$ cat src/rtl/calc_pkg.sv
// calc_pkg: shared constants for the display path.
//   - Seven-segment patterns (bit0=a .. bit6=g, bit7=dp), active-high.
//   - Slot index enumeration for the five display positions.
//   - Packed record holding one full display value (four BCD digits + sign).
package calc_pkg;

  localparam logic [7:0] SEG_D0    = 8'h3F;
  localparam logic [7:0] SEG_D1    = 8'h06;
  localparam logic [7:0] SEG_D2    = 8'h5B;
  localparam logic [7:0] SEG_D3    = 8'h4F;
  localparam logic [7:0] SEG_D4    = 8'h66;
  localparam logic [7:0] SEG_D5    = 8'h6D;
  localparam logic [7:0] SEG_D6    = 8'h7D;
  localparam logic [7:0] SEG_D7    = 8'h07;
  localparam logic [7:0] SEG_D8    = 8'h7F;
  localparam logic [7:0] SEG_D9    = 8'h6F;
  localparam logic [7:0] SEG_DASH  = 8'h40;
  localparam logic [7:0] SEG_E     = 8'h79;
  localparam logic [7:0] SEG_BLANK = 8'h00;

  typedef enum logic [2:0] {
    SLOT_ONE  = 3'd0,
    SLOT_TEN  = 3'd1,
    SLOT_HUD  = 3'd2,
    SLOT_THD  = 3'd3,
    SLOT_SIGN = 3'd4
  } slot_e;

  typedef struct packed {
    logic       neg;
    logic [3:0] thd;
    logic [3:0] hud;
    logic [3:0] ten;
    logic [3:0] one;
  } digits_t;

endpackage

$ cat src/rtl/seg_decode.sv
// seg_decode: combinational BCD to seven-segment conversion.
//   bcd : input  4  BCD digit; codes 10..15 decode to 'E'
//   seg : output 8  segment pattern, bit0=a..bit6=g, bit7=dp (always 0)
module seg_decode
  import calc_pkg::*;
(
  input  logic [3:0] bcd,
  output logic [7:0] seg
);

  always_comb begin
    seg = SEG_E;
    unique case (bcd)
      4'd0:    seg = SEG_D0;
      4'd1:    seg = SEG_D1;
      4'd2:    seg = SEG_D2;
      4'd3:    seg = SEG_D3;
      4'd4:    seg = SEG_D4;
      4'd5:    seg = SEG_D5;
      4'd6:    seg = SEG_D6;
      4'd7:    seg = SEG_D7;
      4'd8:    seg = SEG_D8;
      4'd9:    seg = SEG_D9;
      default: seg = SEG_E;
    endcase
  end

endmodule

$ cat src/rtl/seg_scan.sv
// seg_scan: time-multiplexed driver for a 4-digit + sign seven-segment display.
//   Parameters:
//     CLK_DIV : clk cycles per digit slot (2..2^20)
//     DEAD    : blanking cycles at the start of each slot (0..CLK_DIV-1)
//   Ports:
//     clk        : input   rising-edge clock
//     rst_n      : input   synchronous active-low reset
//     load       : input   capture strobe for thd/hud/ten/one/neg
//     thd..one   : input   BCD digits (thousands..ones)
//     neg        : input   negative flag, shown as '-' in the sign slot
//     seg        : output  segment drive (bit7 = dp, held 0), registered
//     sel        : output  one-hot position select [0]=one..[3]=thd,[4]=sign
//     frame_done : output  one-cycle pulse after each frame wrap
//   Build option: define SEG_LZB_EN to blank leading zeros in thd/hud/ten.
module seg_scan
  import calc_pkg::*;
#(
  parameter int CLK_DIV = 50000,
  parameter int DEAD    = 2
) (
  input  logic       clk,
  input  logic       rst_n,
  input  logic       load,
  input  logic [3:0] thd,
  input  logic [3:0] hud,
  input  logic [3:0] ten,
  input  logic [3:0] one,
  input  logic       neg,
  output logic [7:0] seg,
  output logic [4:0] sel,
  output logic       frame_done
);

  localparam int              DW       = $clog2(CLK_DIV);
  localparam logic [DW-1:0]   DIV_LAST = DW'(CLK_DIV - 1);
  localparam logic [DW-1:0]   DEAD_V   = DW'(DEAD);

  logic [DW-1:0] div_q, div_d;
  slot_e         slot_q, slot_d;
  digits_t       pend_q, pend_d;
  digits_t       disp_q, disp_d;
  logic [7:0]    seg_q, seg_d;
  logic [4:0]    sel_q, sel_d;
  logic          frame_done_q, frame_done_d;

  digits_t       digits_in;
  logic          last_div;
  logic          wrap;
  logic          in_dead;
  logic [3:0]    cur_digit;
  logic [7:0]    dec_seg;
  logic          digit_blank;

  assign digits_in = '{neg: neg, thd: thd, hud: hud, ten: ten, one: one};

  // Avoid an always-false unsigned compare when there is no dead time.
  if (DEAD == 0) begin : g_no_dead
    assign in_dead = 1'b0;
  end else begin : g_dead
    assign in_dead = (div_q < DEAD_V);
  end

  seg_decode u_seg_decode (
    .bcd (cur_digit),
    .seg (dec_seg)
  );

  always_comb begin
    div_d        = div_q;
    slot_d       = slot_q;
    pend_d       = pend_q;
    disp_d       = disp_q;
    frame_done_d = 1'b0;
    cur_digit    = '0;
    digit_blank  = 1'b0;
    sel_d        = '0;
    seg_d        = SEG_BLANK;

    last_div = (div_q == DIV_LAST);
    wrap     = last_div && (slot_q == SLOT_SIGN);

    if (last_div) begin
      div_d  = '0;
      slot_d = wrap ? SLOT_ONE : slot_e'(slot_q + 3'd1);
    end else begin
      div_d  = div_q + DW'(1);
    end

    if (load) begin
      pend_d = digits_in;
    end

    // A load landing on the wrap cycle would otherwise miss this frame.
    if (wrap) begin
      disp_d = load ? digits_in : pend_q;
    end

    frame_done_d = wrap;

    unique case (slot_q)
      SLOT_ONE: cur_digit = disp_q.one;
      SLOT_TEN: cur_digit = disp_q.ten;
      SLOT_HUD: cur_digit = disp_q.hud;
      SLOT_THD: cur_digit = disp_q.thd;
      default:  cur_digit = '0;
    endcase

`ifdef SEG_LZB_EN
    // A position is a leading zero only if it and every higher digit are 0.
    unique case (slot_q)
      SLOT_THD: digit_blank = (disp_q.thd == 4'd0);
      SLOT_HUD: digit_blank = (disp_q.thd == 4'd0) && (disp_q.hud == 4'd0);
      SLOT_TEN: digit_blank = (disp_q.thd == 4'd0) && (disp_q.hud == 4'd0)
                              && (disp_q.ten == 4'd0);
      default:  digit_blank = 1'b0;
    endcase
`else
    digit_blank = 1'b0;
`endif

    if (!in_dead) begin
      sel_d = 5'b00001 << slot_q;
      if (slot_q == SLOT_SIGN) begin
        seg_d = disp_q.neg ? SEG_DASH : SEG_BLANK;
      end else if (!digit_blank) begin
        seg_d = dec_seg;
      end
    end
    seg_d[7] = 1'b0;
  end

  always_ff @(posedge clk) begin
    if (!rst_n) begin
      div_q        <= '0;
      slot_q       <= SLOT_ONE;
      pend_q       <= '0;
      disp_q       <= '0;
      seg_q        <= '0;
      sel_q        <= '0;
      frame_done_q <= 1'b0;
    end else begin
      div_q        <= div_d;
      slot_q       <= slot_d;
      pend_q       <= pend_d;
      disp_q       <= disp_d;
      seg_q        <= seg_d;
      sel_q        <= sel_d;
      frame_done_q <= frame_done_d;
    end
  end

  assign seg        = seg_q;
  assign sel        = sel_q;
  assign frame_done = frame_done_q;

endmodule

$ cat config.mk
export PLATFORM = sky130hd
export DESIGN_NAME = seg_scan
export DESIGN_NICKNAME = d
export VERILOG_FILES = /design/src/rtl/calc_pkg.sv /design/src/rtl/seg_decode.sv /design/src/rtl/seg_scan.sv
export SDC_FILE = /design/constraint.sdc
export NUM_CORES = 1
export LEC_CHECK = 0
export ABC_AREA = 1
export CAP_MARGIN = 20
export CORE_MARGIN = 8
export CORE_UTILIZATION = 30
export CTS_BUF_LIST = sky130_fd_sc_hd__clkbuf_16
export CTS_CLUSTER_DIAMETER = 100
export DETAILED_ROUTE_END_ITERATION = 8
export HOLD_SLACK_MARGIN = 0.02
export SETUP_SLACK_MARGIN = 0.15
export SYNTH_ARGS = -nofsm -noshare
export SYNTH_HDL_FRONTEND = slang
export SYNTH_SLANG_ARGS = --single-unit
$ cat constraint.sdc
create_clock -name clk -period 2.1 [get_ports clk]
set_input_delay 0.42 -clock clk [delete_from_list [all_inputs] [get_ports clk]]
set_output_delay 0.42 -clock clk [all_outputs]
set_load 0.01 [all_outputs]
Word-level counts from Yosys, hierarchy flattened
Memories as Yosys holds them, arrays and structs flattened.
Index checks and enable logic that the tools add are counted.
- add/subtract/negate cells: 2
- magnitude comparators: 1
- equality and inequality tests: 5
- shift operators: 1
- muxes and demuxes: 5
- bitwise gates (word level): 1
- reduce and logical (&&, ||, !) cells: 4
- operator list (cell ; number):
    $mux 17 ; 1
    $add 16x1->16 const B ; 1
    $eq 16x16->1 const B ; 1
    $lt 16x2->1 const B ; 1
    $pmux 4 s4 ; 1
    $mux 8 ; 1
    $mux 7 ; 1
    $eq 3x2->1 const B ; 2
    $shl 1x3->5 const A ; 1
    $reduce_or 2->1 ; 2
    $add 3x1->3 const B ; 1
    $eq 3x1->1 const B ; 1
    $eq 3x3->1 const B ; 1
    $logic_not 3->1 ; 1
    $mux 3 ; 1
    $logic_and 1x1->1 ; 1
    $not 1->1 ; 1
- register bits: 67
- memory bits (read-only): 112
- input bits: 20
- output and inout port bits: 14
- word-level logic and storage cells: 36
- memories: 1
- memory list (memory ; words ; bits a word ; rd ports ; clocked after Yosys merged registers in ; write ports ; RTL line ; text):
    (name not given) ; 16 ; 7 ; 1 ; 0 ; 0 ; seg_decode.sv:13 ; unique case (bcd)

Longest topological paths before layout
An unclocked memory read counts as a cell.
- depth after elaboration: 4
- mapped depth: 13
- depth with buffers taken out: 12

Modules after synthesis
A second synthesis with hierarchy kept.
- cells, all modules: 438
- area, all modules: 3289.4 um^2
- by module, submodules not included (module ; instances ; cells an instance ; area each (um^2) ; sequential area each (um^2)):
    seg_scan ; 1 ; 405 ; 3088.0 ; 1321.3
    seg_decode ; 1 ; 33 ; 201.4 ; 0.0

Worst setup path before layout
Ideal clock, no wire load.
- path type: reg-to-reg
- start: reg slot_q[2]
- end: reg seg_q[3] (netlist: seg[3])
- library setup time: 109 ps
- arrival: 1800 ps
- required time: 1991 ps
- setup slack: 191 ps
- stages on the path, launching flop included: 14
- buffers on the path: 1
- clock period less this slack: 1909 ps
- cell sequence: dfxtp_1 > inv_2 > buf_2 > ha_1 > nand2_1 > nand2_1 > nor2_1 > inv_1 > ha_1 > inv_1 > nand2_1 > nand3_1 > nand2_1 > inv_1
- cells in the longest elaborated chain, start to end: 4
- elaborated cells between the ends (all ways): 8
- those cells by class: eq/ne (4); mux (2); reduce/logical (1); memory (1)
- RTL lines (what ; RTL line ; text):
    start, declared ; seg_scan.sv:39 ; slot_e slot_q, slot_d;
    start signal, assigned ; seg_scan.sv:143 ; slot_q <= slot_d;
    $eq 3x2->1, or another cell as far along ; seg_scan.sv:100 ; unique case (slot_q)
    $pmux 4 s4 ; seg_scan.sv:100 ;
    $mem_v2 16x7 ; n/a ;
    $mux 8 (*) ; seg_scan.sv:123 ; if (slot_q == SLOT_SIGN) begin
    end signal, assigned ; seg_scan.sv:146 ; seg_q <= seg_d;
    end, declared ; seg_scan.sv:42 ; logic [7:0] seg_q, seg_d;
Every way passes the cells marked *; elsewhere a longest branch is shown, timed or not.
A chain may end at the register's enable or synchronous reset.

Worst setup path in the final report
- start: reg slot_q[1]
- end: reg seg_q[3] (netlist: seg[3])
Same word-level chain as after synthesis.

==> impl_metrics.py <==
metrics = {
    "setup_path": {
        "arrival_ps": 1990,
        "end_kind": "register",
        "crit_fanout": 6,
        "path_class": "reg -> reg",
        "start_kind": "register",
        "required_ps": 2330,
    },
    "yosys": {
        "yosysSeqAreaShare_pct": 41.4,
        "syn_inst": 457,
        "synth_top_area_share_pct": 41.4,
        "syn_nets": 489,
        "yosysTopAreaCell": "dfxtp_1",
        "yosys_warnings": 0,
        "synthDistinctLibCells": 29,
        "syn_avg_cell_area_um2": 6.98,
        "syn-cell-area_mm2": 0.00319,
        "synth.area.top_cells": "dfxtp_1 (41%), nand2_1 (13%), inv_1 (8.1%)",
        "ys_seq_elements": 66,
    },
    "timing": {
        "timing.final.crit_share_pct": 84.0,
        "final-setup-viol-count": 0,
        "fmax_mhz": 567,
        "hold_slack_ps": 458,
        "setup_ws_ps": 335,
        "setup_tns_ps": 0,
        "skew_ps": 7.75,
        "rsz0062_at_grt": "no",
        "hold_viol_final": 0,
        "fin_crit_ps": 1760,
        "drv_slew": 0,
    },
    "floorplanning": {
        "dieWidth_um": 119,
        "die_area_mm2": 0.0142,
        "core_mm2": 0.0103,
        "start_util_pct": 30.9,
        "fp.dieH_um": 119,
        "row_count": 37,
        "ioPinCount": 34,
    },
    "global_routing": {
        "grt_overflow_total": 0,
        "grt_pass1_wl_mm": 11.9,
        "antenna_found_initial": 0,
        "grt_pass1_vias": 2636,
        "grt_usage_pct": 10.0,
        "grt_max_degree": 38,
    },
    "layout": {
        "stdcell_area_mm2": 0.00396,
        "drive_gt1_share_pct": 7.09,
        "finish.cell_count_without_fillers": 630,
        "antenna_cells": 0,
        "nNetsFinal": 521,
        "area_growth_pct": 24.1,
    },
    "hold_path": {
        "holdCritPathClass": "reg -> reg",
    },
    "run_status": {
        "outcome": "complete, no violations",
    },
    "clock_network": {
        "root_buffer": "clkbuf_16",
        "clock_sinks": 66,
        "cts_tree": "done",
        "postCtsSetupBuffers": 0,
        "htreeDepth": 3,
        "clock_latency_ps": 320,
        "path_clk_slew_ps": 60,
        "cts_buffer_depth": 2,
        "cts_buffers": 9,
    },
    "drt": {
        "num_vias": 2782,
        "drtPass1Iterations": 4,
        "ant_nets": 0,
        "avgViaCountPerCell": 4.42,
        "wl_per_cell_um": 10.5,
        "drt_wl_total_mm": 6.64,
        "drt_iter0_markers": 139,
        "drcViolationCount": 0,
    },
    "job": {
        "max-cap-violations": 0,
    },
    "placed_design": {
        "hpwl_mm": 4.87,
        "routabilityCongestion": 0.826,
        "placed_area_mm2": 0.00363,
        "io_buffer_count": 32,
        "place_ws_ps": 258,
        "dp.cells": 614,
    },
    "power_and_ir_drop": {
        "p_leak_nw": 1.88,
        "ir_drop_uv": 374,
        "powerDensity_mw_per_mm2": 781,
    },
}
## critical path, stage by stage (launching register included)
cell and delay, ps:
dfxtp_1 410, inv_1 110, ha_1 240, nand3_1 90
nand2_1 60, nor2_1 120, inv_1 90, ha_1 280
inv_1 30, nand2_1 70, nand3_1 70, nand2_1 60
inv_1 40
## per-layer routing
| metal | routed length [um] | global-route usage (%) |
|---|---|---|
| met4 | 47 | 3.87 |
| met5 | 0 | 0 |
| met1 | 3480 | 12.8 |
| met3 | 376 | 3.73 |
| met2 | 2730 | 14.9 |
## state kept, by name (all words and copies together) (netlist names)
signal,cells
frame_done,1
pend_q,17
seg,7
sel,5
disp_q,17
slot_q,3
div_q,16
## synthesized netlist by cell type
cell and n:
buf_4 3, nor2_4 3, o21a_1 17, nand4_1 20, o21ai_0 5, buf_2 4
inv_2 1, a21oi_1 11, nand2_1 113, nor3_1 3, buf_1 2, clkinv_1 1
nor2_1 65, nor3_2 1, o21ai_1 1, inv_1 69, nand3b_1 1, dfxtp_1 66
buf_6 2, ha_1 12, nand3_2 1, xor2_1 2, o21bai_1 2, nand2_2 2
or2_2 2, conb_1 1, nand3_1 40, nand2_4 1, clkbuf_1 6
## report_power, final
group          internal [mW]  switching, mW
Combinational         0.0976          0.102
Sequential              1.29         0.0128
Clock                   1.04          0.549
Total                   2.43          0.663
## final timing paths
path / startpoint / endpoint / slack, ps / cells past startpoint
max reg2reg: slot_q[1]$_SDFFE_PN0P_ / seg[3]$_SDFF_PP0_ / 340 / 12
max: slot_q[1]$_SDFFE_PN0P_ / seg[3]$_SDFF_PP0_ / 340 / 12
min: div_q[0]$_SDFF_PP0_ / div_q[0]$_SDFF_PP0_ / 460 / 1
min reg2reg: div_q[0]$_SDFF_PP0_ / div_q[0]$_SDFF_PP0_ / 460 / 1
## final cells by class
type	instances	area, um^2
fill	1038	6370
multi-input combinational	303	1510
sequential	66	1320
timing repair buffer	38	369
inverter	71	267
clock buffer	9	225
tap	136	170
clock inverter	7	92.6
## stage by stage
step	power (mW)	util (%)
2_1_floorplan	1.45	-
3_3_place_gp	1.53	35.1
3_5_place_dp	1.53	35.1
4_1_cts	3.13	38.2
5_1_grt	3.22	38.3
6_report	3.09	38.3
## layout by cell type (no fill, tap or decap), types with 2 or more instances in the layout
cell type | netlist | routed
a21oi_1 | 11 | 11
buf_4 | 3 | 5
bufinv_16 | 0 | 2
clkbuf_16 | 0 | 9
clkdlybuf4s50_1 | 0 | 32
clkinv_1 | 1 | 2
clkinvlp_4 | 0 | 2
dfxtp_1 | 66 | 65
ha_1 | 12 | 11
inv_1 | 69 | 69
nand2_1 | 113 | 113
nand2_2 | 2 | 2
nand3_1 | 40 | 40
nand4_1 | 20 | 20
nor2_1 | 65 | 64
nor2_4 | 3 | 3
nor3_1 | 3 | 3
o21a_1 | 17 | 17
o21ai_0 | 5 | 5
o21bai_1 | 2 | 2
or2_2 | 2 | 2
xor2_1 | 2 | 2
## logic make-up after synthesis
family          Yosys count  share of synthesized area (%)
simple gates            252                           34.7
xor+xnor                  2                          0.550
compound gates           36                           7.14
buf+inv                  88                           11.3
flops                    66                           41.4
fa+ha+maj                12                           4.71
other cells               1                          0.118
## repair_timing
action,4_1_cts,5_1_grt
hold buffers,0,0
resized for setup,0,4
setup endpoints to repair,0,24
Note: power is estimated with default switching activity, not from simulation.
